**config.mk**
```make
export PLATFORM = sky130hd
export DESIGN_NAME = fm_param_meter
export DESIGN_NICKNAME = d
export VERILOG_FILES = /design/src/rtl/fm_meas_pkg.sv /design/src/rtl/fm_div.sv /design/src/rtl/fm_param_meter.sv
export SDC_FILE = /design/constraint.sdc
export NUM_CORES = 1
export LEC_CHECK = 0
export BUFFER_PORTS_ARGS = -buffer_cell sky130_fd_sc_hd__buf_2
export CAP_MARGIN = 5
export CORE_MARGIN = 2
export CORE_UTILIZATION = 35
export CTS_CLUSTER_SIZE = 14
export DETAILED_ROUTE_END_ITERATION = 8
export GPL_ROUTABILITY_DRIVEN = 0
export GPL_TIMING_DRIVEN = 0
export SYNTH_ARGS = -nofsm -noshare
export SYNTH_HDL_FRONTEND = slang
export SYNTH_HIERARCHICAL = 1
export SYNTH_SLANG_ARGS = --single-unit
```
**constraint.sdc**
```tcl
create_clock -name clk -period 3.07 [get_ports clk]
set_input_delay 0 -clock clk [delete_from_list [all_inputs] [get_ports clk]]
set_output_delay 0 -clock clk [all_outputs]
set_load 0.005 [all_outputs]
```
**src/rtl/fm_meas_pkg.sv**
```systemverilog
// Shared widths, constants and FSM state type for the FM parameter meter.
package fm_meas_pkg;

    localparam int SAMPLE_W    = 10;
    localparam int OUT_W       = 8;
    localparam int NUM_W       = 16;
    localparam int X_W         = SAMPLE_W + 1;
    localparam int ZERO_OFFSET = 512;
    localparam int MF_SCALE    = 100;

    typedef enum logic [1:0] {
        MEASURE = 2'd0,
        SCALE   = 2'd1,
        DIVIDE  = 2'd2,
        PUBLISH = 2'd3
    } meas_state_t;

    // Clamp a 16-bit unsigned value into the 8-bit output range.
    function automatic logic [OUT_W-1:0] sat_out(input logic [NUM_W-1:0] v);
        return (|v[NUM_W-1:OUT_W]) ? {OUT_W{1'b1}} : v[OUT_W-1:0];
    endfunction

endpackage

```
**src/rtl/fm_div.sv**
```systemverilog
// Sequential restoring divider: 16-bit numerator / 8-bit nonzero denominator.
// The start cycle performs the first iteration, so the 16th iteration lands
// 15 cycles later and done is high in the cycle after it.
module fm_div
    import fm_meas_pkg::*;
(
    input  logic             clk,
    input  logic             rst,
    input  logic             start,
    input  logic [NUM_W-1:0] num,
    input  logic [OUT_W-1:0] den,
    output logic             busy,
    output logic             done,
    output logic [NUM_W-1:0] quot
);

    logic [OUT_W:0]   rem_q;
    logic [NUM_W-1:0] quo_q;
    logic [3:0]       iter_q;

    logic [OUT_W:0]   src_rem;
    logic [NUM_W-1:0] src_quo;
    logic [OUT_W+1:0] trial;
    logic [OUT_W+1:0] diff;
    logic [OUT_W:0]   step_rem;
    logic [NUM_W-1:0] step_quo;

    // One restoring step; a fresh division starts from remainder 0 and the raw numerator.
    always_comb begin
        src_rem  = rem_q;
        src_quo  = quo_q;
        if (!busy) begin
            src_rem = '0;
            src_quo = num;
        end
        trial    = {src_rem, src_quo[NUM_W-1]};
        diff     = trial - {2'b00, den};
        step_quo = {src_quo[NUM_W-2:0], 1'b0};
        step_rem = trial[OUT_W:0];
        if (trial >= {2'b00, den}) begin
            step_rem    = diff[OUT_W:0];
            step_quo[0] = 1'b1;
        end
    end

    // Iteration register; a start while busy is ignored.
    always_ff @(posedge clk or posedge rst) begin
        if (rst) begin
            rem_q  <= '0;
            quo_q  <= '0;
            iter_q <= '0;
            busy   <= 1'b0;
            done   <= 1'b0;
        end else begin
            done <= 1'b0;
            if (busy) begin
                rem_q  <= step_rem;
                quo_q  <= step_quo;
                iter_q <= iter_q - 4'd1;
                if (iter_q == 4'd1) begin
                    busy <= 1'b0;
                    done <= 1'b1;
                end
            end else if (start) begin
                rem_q  <= step_rem;
                quo_q  <= step_quo;
                iter_q <= 4'd15;
                busy   <= 1'b1;
            end
        end
    end

    assign quot = quo_q;

endmodule

```
**src/rtl/fm_param_meter.sv**
```systemverilog
// FM parameter meter: per gate window measures modulating frequency
// (zero crossings), peak deviation (half peak-to-peak) and modulation index.
//
// state   | meaning
// MEASURE | accumulate max/min and hysteretic zero crossings over the gate
// SCALE   | convert amplitude to kHz deviation, latch crossing count
// DIVIDE  | mf = delta_f*100 / mod_freq via fm_div
// PUBLISH | register outputs, pulse meas_valid, rearm the window
module fm_param_meter
    import fm_meas_pkg::*;
#(
    parameter int GATE_CYCLES = 1_000_000,
    parameter int HYST        = 8,
    parameter int KDEV_Q8     = 32
) (
    input  logic                clk,
    input  logic                rst,
    input  logic                en,
    input  logic                in_valid,
    input  logic [SAMPLE_W-1:0] demod_in,
    output logic [OUT_W-1:0]    mod_freq,
    output logic [OUT_W-1:0]    delta_f,
    output logic [OUT_W-1:0]    mf,
    output logic                meas_valid
);

    localparam int CNT_W  = $clog2(GATE_CYCLES + 1);
    localparam int PROD_W = SAMPLE_W + 9;
    localparam logic signed [X_W-1:0] HYST_POS = X_W'(HYST);
    localparam logic signed [X_W-1:0] HYST_NEG = -HYST_POS;

    meas_state_t state_q, state_d;

    logic [CNT_W-1:0]      cnt_q;
    logic [OUT_W-1:0]      cross_q;
    logic                  arm_q;
    logic                  first_q;
    logic signed [X_W-1:0] max_q, min_q;
    logic signed [X_W-1:0] x;
    logic                  win_end;

    logic [X_W:0]          span;
    logic [PROD_W-1:0]     prod;
    logic [OUT_W-1:0]      df_calc;
    logic [OUT_W-1:0]      df_q, fm_q;

    logic                  div_started_q;
    logic                  div_start, div_busy, div_done;
    logic [NUM_W-1:0]      div_num, div_quot;

    assign x       = $signed({1'b0, demod_in}) - $signed(X_W'(ZERO_OFFSET));
    assign win_end = (cnt_q == CNT_W'(GATE_CYCLES - 1));

    // Amplitude to deviation; an empty window reads as zero amplitude.
    always_comb begin
        span    = first_q ? '0 : ({max_q[X_W-1], max_q} - {min_q[X_W-1], min_q});
        prod    = PROD_W'(span >> 1) * PROD_W'(KDEV_Q8);
        df_calc = sat_out(NUM_W'(prod >> 8));
    end

    assign div_num = NUM_W'(df_q) * NUM_W'(MF_SCALE);

    // State register.
    always_ff @(posedge clk or posedge rst) begin
        if (rst) state_q <= MEASURE;
        else     state_q <= state_d;
    end

    // Next state and divider start; en low aborts everything back to MEASURE.
    always_comb begin
        state_d   = state_q;
        div_start = 1'b0;
        if (!en) begin
            state_d = MEASURE;
        end else begin
            case (state_q)
                MEASURE: if (win_end) state_d = SCALE;
                SCALE:   state_d = (cross_q == '0) ? PUBLISH : DIVIDE;
                DIVIDE: begin
                    div_start = !div_started_q && !div_busy;
                    if (div_started_q && div_done) state_d = PUBLISH;
                end
                PUBLISH: state_d = MEASURE;
                default: state_d = MEASURE;
            endcase
        end
    end

    // Window accumulation: counter, extremes and hysteretic crossing count.
    always_ff @(posedge clk or posedge rst) begin
        if (rst) begin
            cnt_q   <= '0;
            cross_q <= '0;
            arm_q   <= 1'b0;
            first_q <= 1'b1;
            max_q   <= '0;
            min_q   <= '0;
        end else if (!en || state_q == PUBLISH) begin
            cnt_q   <= '0;
            cross_q <= '0;
            arm_q   <= 1'b0;
            first_q <= 1'b1;
        end else if (state_q == MEASURE) begin
            cnt_q <= cnt_q + 1'b1;
            if (in_valid) begin
                if (first_q) begin
                    max_q   <= x;
                    min_q   <= x;
                    first_q <= 1'b0;
                end else begin
                    if (x > max_q) max_q <= x;
                    if (x < min_q) min_q <= x;
                end
                if (x < HYST_NEG) begin
                    arm_q <= 1'b1;
                end else if (x > HYST_POS && arm_q) begin
                    arm_q <= 1'b0;
                    if (cross_q != '1) cross_q <= cross_q + 1'b1;
                end
            end
        end
    end

    // Latch the scaled results and track whether this DIVIDE visit has launched the divider.
    always_ff @(posedge clk or posedge rst) begin
        if (rst) begin
            df_q          <= '0;
            fm_q          <= '0;
            div_started_q <= 1'b0;
        end else begin
            div_started_q <= en && (state_q == DIVIDE);
            if (en && state_q == SCALE) begin
                df_q <= df_calc;
                fm_q <= cross_q;
            end
        end
    end

    fm_div u_div (
        .clk   (clk),
        .rst   (rst),
        .start (div_start),
        .num   (div_num),
        .den   (fm_q),
        .busy  (div_busy),
        .done  (div_done),
        .quot  (div_quot)
    );

    // Output registers update only on a completed, still-enabled PUBLISH.
    always_ff @(posedge clk or posedge rst) begin
        if (rst) begin
            mod_freq   <= '0;
            delta_f    <= '0;
            mf         <= '0;
            meas_valid <= 1'b0;
        end else begin
            meas_valid <= 1'b0;
            if (en && state_q == PUBLISH) begin
                mod_freq   <= fm_q;
                delta_f    <= df_q;
                mf         <= (fm_q == '0) ? '0 : sat_out(div_quot);
                meas_valid <= 1'b1;
            end
        end
    end

endmodule

```
# Word level (Yosys, flattened, before mapping)
# Index checks and enable logic that the tools add are counted.
# classes
addsub	6
multipliers	1
n_div	0
n_lt_le_gt_ge	5
eq_ne	9
n_shift	0
muxes	46
bitwise	1
reduce_logical	28
# ops
op	count
$mux W8	8
$mux W16	3
$mux W11	4
$mux W20	2
$mux W9	4
$add A20 B1 Y20 const B	1
$eq A20 B20 Y1 const B	1
$mux W1	18
$logic_not A8 Y1	2
$reduce_bool A2 Y1	7
$mul A8 B5 Y13 const B	1
$mux W12	1
$sub A11 B11 Y12	1
$gt A11 B11 Y1	1
$gt A11 B5 Y1 const B	1
$lt A11 B11 Y1	1
$lt A11 B4 Y1 const B	1
$sub A10 B10 Y11 const B	1
$ge A10 B8 Y1	1
$sub A9 B8 Y9	1
$add A8 B1 Y8 const B	1
$mux W4	2
$ne A8 B8 Y1 const B	1
$pmux W2 S4	1
other kinds (18)	31
# word_totals
regBits	127
latch_bits	0
ramBits	0
mem_bits_ro	0
in_bits	14
n_memories	0

# Longest topological paths before layout
# depth
word_depth	8
depth_mapped	12
depth_no_buf	12

# By module
# The synthesis kept the hierarchy.
# modules_own_cells
mod	n_inst	cells_per_inst	area_each_um2
fm_param_meter	1	534	5524.0
fm_div	1	220	2038.2

# Worst setup path before layout
# OpenSTA, ideal clock, no wires.
# synth_path
path_type	reg2reg
start	register df_q[2]
end	register u_div.quo_q[15], in the netlist u_div/quot[15]
setup_time_ns	0.083
arrival_ns	2.787
required_time_ns	2.987
slack_ns	0.201
path_stages_with_launch	12
path_buffers	0
synth_period_minus_slack_ns	2.869
path_cell_list	dfrtp_1 -> ha_1 -> ha_1 -> fa_1 -> ha_1 -> a21o_1 -> a211oi_1 -> o21ai_0 -> o21ai_0 -> xnor2_1 -> mux2i_1 -> o21ai_0
# synth_via
elab_chain_len	4
# synth_rtl
element	line	text
start: declaration	fm_param_meter.sv:45	logic [OUT_W-1:0] df_q, fm_q;
start signal: assignment	fm_param_meter.sv:133	df_q <= df_calc;
$mul A8 B5 Y13 (*)	fm_param_meter.sv:61	assign div_num = NUM_W'(df_q) * NUM_W'(MF_SCALE);
named net div_num[14]	fm_param_meter.sv:49	logic [NUM_W-1:0] div_num, div_quot;
$mux W16 (*)	fm_div.sv:32	if (!busy) begin
$mux W16	fm_div.sv:64	end else if (start) begin
$mux W16 (*)	fm_div.sv:56	if (busy) begin
end signal: assignment	fm_div.sv:58	quo_q <= step_quo;
end signal: assignment	fm_div.sv:66	quo_q <= step_quo;
end: declaration	fm_div.sv:18	logic [NUM_W-1:0] quo_q;
# The timed path passes the listed nets; every way through them passes the cells marked *. The select of a mux whose other input is x is not followed.
# A chain may end at the register's enable or synchronous reset.

# Final worst setup path
# layout_path
start	register df_q[2]
end	register u_div.quo_q[13], in the netlist u_div/quot[13]
# The elaborated chain is that of the path after synthesis.

==> qor.yml <==
floorplanning:
  rows: 53
  die_area_um2: 22800
  start_util: 0.359
  dieWidth_um: 151
  die_h_um: 151
  core-area_um2: 21100
  io_pins: 39
timing:
  worst_pin_slew_ns: 0.881
  rsz0062_at_grt: "false"
  relSlewSlack: 0.413
  fin_ws_ns: 0.114
  slew_viol_final: 0
  min_period_ns: 2.96
  setup_viol: 0
  finalHoldViolations: 0
  finalSetupTns_ns: 0
  finalCritPeriodShare: 0.963
  fin_skew_ns: 0.00749
  fmax_mhz: 338
cells_and_area:
  drive_gt1_frac: 0.181
  layout.cells.non_filler: 1120
  final_area_um2: 9030
  diodes: 0
  area_delta_synth_final_pct: 19.4
  nets: 924
setup_path:
  r2r_cells: 11
  crit_slowest_cell: "dfrtp_2"
  crit_chain: "ha_1 > ha_4 > fa_1 > ha_4 > a21o_1 > a211oi_2 > nor2_1 > nor2_1 > xnor2_1 > mux2i_1 > o21ai_1"
  critPathRequiredTime_ns: 3.41
  crit_type: "flop to flop"
  crit_fanout: 5
  crit_arrival_ns: 3.30
  cp-end-kind: "flop"
  start_kind: "flop"
  cp_slowest_stage_delay_ns: 0.45
synth:
  netlist_instances: 754
  synth_top_area_frac: 0.410
  yosysWarningCount: 6
  synthTopCellsByArea: "dfrtp_1, ha_1, mux2_2, mux2i_1, o21ai_0"
  syn_avg_cell_area_um2: 10.0
  async_flop_share: 1.00
  synthFlopType: "dfrtp_1"
  synth.largest_area_cell: "dfrtp_1"
  yosys_register_bits: 125
  synth.cell_area_um2: 7560
  synth_edf_count: 0
  synth_seq_area_share: 0.414
  yosysUniqueCellTypes: 64
route:
  drt-initial-drc-count: 358
  post_drt_wl_per_cell_um: 15.1
  route.vias.total: 5717
  dr.pass1.iters: 5
  drcViolationCount: 0
  drt-total-wl_um: 16900
  antenna_left: 0
  vias_per_cell: 5.10
global_routing:
  grt_max_degree: 49
  grt_overflow: 0
  antenna_found_initial: 0
  grt_pass1_vias: 5533
  grt_pass1_wl_um: 27500
  grt_use_total: 0.154
placed_design:
  dpl_cell_area_um2: 8130
  dp_cells: 1070
  port_buffers: 38
  dp_hpwl_um: 11900
  dp_slack_ns: -0.108
clock_network:
  clk_path_buf_depth: 2
  clk_pin_slew_worst_paths_ns: 0.06
  clock_latency_ns: 0.42
  cts-root-buf: "clkbuf_16"
  cts_tree: "done"
  cts_inserted_buffers: 17
  cts_sinks: 125
  htree_levels: 4
power_and_ir_drop:
  finalPower_mw: 4.63
  total_leakage_power_nw: 4.17
  power.density_nw_per_um2: 512
  max-vdd-ir-drop_v: 0.000377
worst_hold_path:
  min_path_type: "input port to async pin"
status:
  status: "complete, no violations"
flow_run:
  max_cap_violations: 0
==> cell families (layout without fill, tap and decap cells) <==
| family | Yosys count | in the layout | synth area share |
|---|---|---|---|
| muxes | 66 | 66 | 0.0940 |
| DFF | 125 | 125 | 0.414 |
| adders and majority gates | 78 | 78 | 0.133 |
| buffers and inverters | 76 | 165 | 0.0405 |
| other | 1 | 3 | 0.000496 |
| and+or+nand+nor | 226 | 226 | 0.146 |
| AOI/OAI and AO/OA | 146 | 146 | 0.131 |
| xor gates and xnor gates | 36 | 36 | 0.0417 |
==> Yosys cell counts, drive strengths merged, types with 7 or more instances <==
cell / count
nor2b: 7
clkbuf: 14
and3: 9
mux2i: 26
xnor2: 16
a21oi: 21
nor2: 61
and2: 8
a211oi: 13
a21o: 10
xor2: 20
dfrtp: 124
nand2: 60
o21ai: 58
inv: 53
buf: 9
nor3: 17
mux2: 40
o211ai: 7
nand3: 11
nand4: 21
ha: 74
==> per-layer routing <==
metal  wire, µm  up-vias  track usage
li1           -     2853            -
met1       8090     2760        0.202
met2       8050       89        0.255
met3        539       15       0.0386
met4        211        0       0.0435
met5          0        -            0
==> area by class of cell <==
type,count,area (µm²)
Tap cell,275,344
Clock buffer,19,453
Timing Repair Buffer,58,413
Buffer,22,106
Sequential cell,125,3130
Fill cell,2047,12100
Inverter,53,201
Multi-Input combinational cell,555,4240
Clock inverter,13,141
==> through the flow <==
step	util	hold WS, ns
global route	0.428	0.119
detailed placement	0.386	0.138
CTS	0.421	0.233
finish	0.428	0.103
global placement	0.384	0.266
floorplan	-	0.0927
==> sequential cells by signal (all words and copies together), names as in the netlist, 4 cells and up <==
signal,cells
u_div/iter_q,4
fm_q,8
cross_q,8
u_div/quot,16
mf,8
df_q,8
u_div/rem_q,9
max_q,10
delta_f,8
mod_freq,8
cnt_q,20
min_q,10
==> final timing paths <==
check | startpoint | end | slack [ns]
setup reg to reg | df_q[2]$_DFFE_PP0P_ | u_div/quot[13]$_DFFE_PP0P_ | 0.11
max in group asynchronous | rst | df_q[1]$_DFFE_PP0P_ | 2.16
hold / removal | rst | u_div/rem_q[3]$_DFFE_PP0P_ | 0.10
min in group clk | demod_in[9] | min_q[9]$_DFFE_PP0P_ | 0.38
hold reg to reg | mf[2]$_DFFE_PP0P_ | mf[2]$_DFFE_PP0P_ | 0.47
setup / recovery | df_q[2]$_DFFE_PP0P_ | u_div/quot[13]$_DFFE_PP0P_ | 0.11
==> power breakdown <==
| group | switching (mW) | leakage [nW] | internal, mW |
|---|---|---|---|
| Sequential | 0.0618 | 1.59 | 1.74 |
| Combinational | 0.455 | 2.31 | 0.341 |
| Clock | 0.794 | 0.274 | 1.24 |
==> timing repair <==
action | CTS | global route
setup endpoints to repair | 3 | 11
hold buffers | 13 | 0
buffers inserted | 0 | 5
endpoints found under the hold margin | 101 | 0
pin swaps | 0 | 10
gates resized for setup | 7 | 20
==> cell usage in the layout (no fill, tap or decap), types with 12 or more instances in the layout <==
| master | synthesis | final |
|---|---|---|
| xnor2_1 | 16 | 16 |
| clkbuf_16 | 0 | 17 |
| inv_1 | 53 | 51 |
| a21oi_1 | 20 | 20 |
| dfrtp_1 | 124 | 120 |
| mux2i_1 | 26 | 26 |
| dlygate4sd3_1 | 0 | 13 |
| ha_1 | 74 | 69 |
| buf_2 | 5 | 43 |
| nor3_1 | 17 | 17 |
| mux2_2 | 39 | 39 |
| nand4_1 | 21 | 21 |
| nand2_1 | 60 | 60 |
| xor2_1 | 20 | 20 |
| nor2_1 | 61 | 60 |
| o21ai_1 | 7 | 12 |
| o21ai_0 | 49 | 43 |
==> worst max-delay path, delay by kind of cell, from the launching register on <==
family	cells	cell delay, ns
AND/OR/NAND/NOR	2	0.23
multiplexers	1	0.10
flip-flops	1	0.45
adder cells (fa/ha/maj)	4	1.35
XOR/XNOR	1	0.16
AO/OA/AOI/OAI	3	0.59
No activity file was read; power rests on OpenSTA's default activity.
